[config.mk]
export PLATFORM = sky130hd
export DESIGN_NAME = wb_initiator
export DESIGN_NICKNAME = d
export VERILOG_FILES = /design/src/rtl/wb_initiator.sv
export SDC_FILE = /design/constraint.sdc
export NUM_CORES = 1
export LEC_CHECK = 0
export ABC_AREA = 1
export CAP_MARGIN = 10
export CORE_UTILIZATION = 39
export DETAILED_ROUTE_END_ITERATION = 10
export GPL_TIMING_DRIVEN = 0
export HOLD_SLACK_MARGIN = 0.02
export PLACE_DENSITY = 0.77
export SETUP_SLACK_MARGIN = 0.5
export SLEW_MARGIN = 10
export SYNTH_ARGS = -nofsm -noshare
export SYNTH_HDL_FRONTEND = slang
export SYNTH_SLANG_ARGS = --single-unit
[constraint.sdc]
create_clock -name clock -period 1.55 [get_ports clock]
set_clock_uncertainty 0.15 [all_clocks]
set_input_delay 0.2325 -clock clock [delete_from_list [all_inputs] [get_ports clock]]
set_output_delay 0.2325 -clock clock [all_outputs]
set_load 0.02 [all_outputs]
[src/rtl/wb_initiator.sv]
// Single-outstanding Wishbone classic initiator: turns one command into one
// bus cycle and returns a response, aborting with an error after a wait-state timeout.
module wb_initiator #(
  parameter int unsigned TIMEOUT_CYCLES = 255
) (
  input  logic        clock,
  input  logic        reset,
  input  logic        cmd_valid,
  output logic        cmd_ready,
  input  logic        cmd_we,
  input  logic [31:0] cmd_addr,
  input  logic [31:0] cmd_data,
  input  logic [3:0]  cmd_sel,
  output logic        rsp_valid,
  input  logic        rsp_ready,
  output logic [31:0] rsp_data,
  output logic        rsp_err,
  output logic        o_wb_cyc,
  output logic        o_wb_stb,
  output logic        o_wb_we,
  output logic [3:0]  o_wb_sel,
  output logic [31:0] o_wb_addr,
  output logic [31:0] o_wb_data,
  input  logic        i_wb_ack,
  input  logic [31:0] i_wb_data
);

  typedef enum logic [1:0] {S_IDLE, S_BUS, S_RESP} state_t;

  localparam logic [15:0] LP_LAST = 16'(TIMEOUT_CYCLES - 1);

  state_t      r_state, w_state;
  logic        r_cmd_ready, w_cmd_ready;
  logic        r_rsp_valid, w_rsp_valid;
  logic        r_rsp_err, w_rsp_err;
  logic [31:0] r_rsp_data, w_rsp_data;
  logic        r_cyc, w_cyc;
  logic        r_stb, w_stb;
  logic        r_we, w_we;
  logic [3:0]  r_sel, w_sel;
  logic [31:0] r_addr, w_addr;
  logic [31:0] r_data, w_data;
  logic [15:0] r_cnt, w_cnt;

  // reset is active-low; every output, including the bus payload, returns to zero
  always_ff @(posedge clock or negedge reset) begin
    if (!reset) begin
      r_state     <= S_IDLE;
      r_cmd_ready <= 1'b0;
      r_rsp_valid <= 1'b0;
      r_rsp_err   <= 1'b0;
      r_rsp_data  <= '0;
      r_cyc       <= 1'b0;
      r_stb       <= 1'b0;
      r_we        <= 1'b0;
      r_sel       <= '0;
      r_addr      <= '0;
      r_data      <= '0;
      r_cnt       <= '0;
    end else begin
      r_state     <= w_state;
      r_cmd_ready <= w_cmd_ready;
      r_rsp_valid <= w_rsp_valid;
      r_rsp_err   <= w_rsp_err;
      r_rsp_data  <= w_rsp_data;
      r_cyc       <= w_cyc;
      r_stb       <= w_stb;
      r_we        <= w_we;
      r_sel       <= w_sel;
      r_addr      <= w_addr;
      r_data      <= w_data;
      r_cnt       <= w_cnt;
    end
  end

  always_comb begin
    w_state     = r_state;
    w_cmd_ready = r_cmd_ready;
    w_rsp_valid = r_rsp_valid;
    w_rsp_err   = r_rsp_err;
    w_rsp_data  = r_rsp_data;
    w_cyc       = r_cyc;
    w_stb       = r_stb;
    w_we        = r_we;
    w_sel       = r_sel;
    w_addr      = r_addr;
    w_data      = r_data;
    w_cnt       = r_cnt;
    case (r_state)
      S_IDLE: begin
        w_cmd_ready = 1'b1;
        if (cmd_valid && r_cmd_ready) begin
          w_cmd_ready = 1'b0;
          w_we        = cmd_we;
          w_addr      = cmd_addr;
          w_data      = cmd_data;
          w_sel       = cmd_sel;
          w_cyc       = 1'b1;
          w_stb       = 1'b1;
          w_cnt       = '0;
          w_state     = S_BUS;
        end
      end
      S_BUS: begin
        // an ack on the last permitted cycle still completes normally
        if (i_wb_ack) begin
          w_cyc       = 1'b0;
          w_stb       = 1'b0;
          w_rsp_valid = 1'b1;
          w_rsp_err   = 1'b0;
          w_rsp_data  = r_we ? 32'd0 : i_wb_data;
          w_state     = S_RESP;
        end else if (r_cnt == LP_LAST) begin
          w_cyc       = 1'b0;
          w_stb       = 1'b0;
          w_rsp_valid = 1'b1;
          w_rsp_err   = 1'b1;
          w_rsp_data  = 32'd0;
          w_state     = S_RESP;
        end else begin
          w_cnt = r_cnt + 16'd1;
        end
      end
      S_RESP: begin
        if (r_rsp_valid && rsp_ready) begin
          w_rsp_valid = 1'b0;
          w_cmd_ready = 1'b1;
          w_state     = S_IDLE;
        end
      end
      default: begin
        w_state     = S_IDLE;
        w_cmd_ready = 1'b0;
        w_cyc       = 1'b0;
        w_stb       = 1'b0;
        w_rsp_valid = 1'b0;
      end
    endcase
  end

  assign cmd_ready = r_cmd_ready;
  assign rsp_valid = r_rsp_valid;
  assign rsp_err   = r_rsp_err;
  assign rsp_data  = r_rsp_data;
  assign o_wb_cyc  = r_cyc;
  assign o_wb_stb  = r_stb;
  assign o_wb_we   = r_we;
  assign o_wb_sel  = r_sel;
  assign o_wb_addr = r_addr;
  assign o_wb_data = r_data;

endmodule

==> run metrics <==
die area 0.0138 mm2; CP Capture Type flip-flop; vias in the first global route 5,348; largest net degree at the start of global routing 72; Mapped Nets 579; clock sinks 123; gr usage total 0.252; Post-synth EDFFs 0; via count 5,467; number of synthesized register bits 123; final net count 937; IO buf count 211; Routed wire per std cell 21.2 um; die width 117 um; RSZ-0062 raised after global routing yes; core area 0.0128 mm2; Final Total Pwr 21,900 uW; placed cell areas 0.00764 mm2; commonest non-fill, non-tap cell in the layout buf_6; sequential share of the synthesized area 0.592; critical path type reg2reg; total leakage power 0.00481 uW; power density cells 2150 mW/mm2; hold_ws -389 ps; Std-Cell Rows 41; worst reg2reg endpoint r_cnt[13]; r2r startpoint r_cnt[14]; fraction of registers with async set or reset after synthesis 1.00; 1st-iter DRT viols 489; failing checks hold timing, setup timing; Crit path largest cell delay 450 ps; worst path required time 1730 ps; H-tree levels 4; IO Count 212; Max-slew headroom 0.647; commonest cells after routing, fill and taps aside 130 x buf_6, 115 x dfrtp_1, 104 x clkdlybuf4s50_1; syn_area_per_cell 11.0 um2; root buf cell clkbuf_16; maximum clock rate 521 MHz; status finished, violations left; setup_tns -19,320 ps; mapped cell area 0.00520 mm2; final number of setup-violating endpoints 122; Peak supply drop 0.00132 V; Syn-to-layout area delta 96.3%; FF-to-FF path depth 9; starting density of the core 0.405; initial antenna violation count 0; Post-Place Setup Slack -380 ps; DP HPWL 9.82 mm; Final Worst Setup Slack -368 ps; DRC viols 0; CTS tree yes; Synth Flop Type dfrtp_1; max cap viols 0; Final Slew Violations 0; ANT nets after route 0; Hold Vio Cnt, Final 52; Final Critical Period 1920 ps; Clk pin slew, worst setup/hold paths 60 ps; slowest cell on the critical path dfrtp_1; Worst-Margin Slew 529 ps; Gate Count Post-Synth 471; R2R Setup Slk -370 ps; post-route cell area 0.0102 mm2; crit start category flip-flop; vias per inst 5.39; Routed WL 21.5 mm; CP arrival 2100 ps; Max Root-Sink Buffers 2; period utilisation layout 1.24; Final Wtd Congestion 0.898; layout cells sized above 1 0.548; first-pass GRT wire length 27.1 mm; Critical Path Fanout Max 5; Synthesis Warnings 0; CP Cell Sequence inv_1 -> nand3_4 -> nor2_1 -> nand3_1 -> nand2_4 -> buf_6 -> buf_8 -> nand2_1 -> o21ai_1; worst skew pair latency 420 ps; Remaining Overflow, GRT 0; Die H 117 um; distinct cell type count after synthesis 29; Worst Hold Class in2async; total iterations of the first detailed-routing run 7; Num CTS Buffers 17; critical path's top delay family simple AND/OR/NAND/NOR gates; Ant. Diodes 0; crit path buf inv count 3
cell usage after synthesis, types with 2 or more instances:
library cell / n / area share
nor2_4: 2 / 0.0043
xor2_1: 2 / 0.0034
nand2_2: 4 / 0.0048
o21ai_0: 13 / 0.013
nand4_1: 7 / 0.0084
dfrtp_1: 123 / 0.59
o21ai_2: 3 / 0.0051
nand2_1: 121 / 0.087
buf_2: 10 / 0.0096
inv_1: 17 / 0.012
nand3_1: 55 / 0.053
mux2_2: 69 / 0.15
ha_1: 2 / 0.0048
nor2_1: 18 / 0.013
o21ai_1: 2 / 0.0019
buf_6: 5 / 0.011
inv_2: 2 / 0.0014
or2_2: 2 / 0.0024
buf_4: 4 / 0.0058
sequential cells by signal, summed over array words and instances, names as in the netlist:
register / flops
o_wb_addr: 32
o_wb_data: 32
rsp_data: 32
r_cnt: 16
o_wb_sel: 4
r_state: 2
cmd_ready: 1
o_wb_stb: 1
o_wb_we: 1
rsp_err: 1
rsp_valid: 1
power by group:
group	internal, uW	leakage, uW	switching, uW
Clock	2610	0.000293	1500
Sequential	4670	0.00152	1220
Combinational	6710	0.00300	5210
Total	14000	0.00481	7920
layout make-up:
class                   count  area (um2)
clock inverters            11         143
repair buffers            337        3520
inverters                  20        87.6
well taps                 172         215
flip-flops and latches    123        3090
clock buffers              21         460
fillers                   654        2630
multi-input cells         311        2450
plain buffers              19         235
stage by stage:
stage / util / std cells
finish: 0.795 / 1014
global route: 0.795 / 1014
CTS: 0.743 / 968
detailed placement: 0.596 / 855
global placement: 0.594 / 854
floorplan: - / 471
worst max-delay path by stage:
stage	from	endpoint	slack (ps)	cells after the start
global placement	reset	cmd_ready	-5140	1
CTS	r_cnt[0]	r_cnt[9]	-70	10
global route	r_cnt[14]	r_cnt[13]	-370	9
floorplan	r_cnt[0]	r_cnt[10]	70	9
detailed placement	cmd_valid	r_cnt[10]	-380	7
finish	r_cnt[14]	r_cnt[13]	-370	9
timing repair:
item | in CTS | in global routing
pin swaps | 15 | 20
setup endpoints to repair | 229 | 229
gates resized for setup | 727 | 83
gates cloned | 11 | 4
endpoints found under the hold margin | 52 | 52
buffers inserted | 70 | 42
per-layer routing:
layer / GRT usage / wire [um] / vias to the layer above
met4: 0.125 / 1250 / 0
met1: 0.264 / 7250 / 2644
met5: 0 / 0 / -
li1: - / - / 2306
met3: 0.0934 / 1970 / 139
met2: 0.441 / 11000 / 378
kinds of logic after synthesis:
| kind of cell | share of synthesized area |
|---|---|
| DFF | 0.592 |
| buffers and inverters | 0.0412 |
| muxes | 0.150 |
| xor gates and xnor gates | 0.00506 |
| adders and majority gates | 0.00482 |
| AOI/OAI and AO/OA | 0.0238 |
| and+or+nand+nor | 0.183 |
No activity file was read; power rests on OpenSTA's default activity.
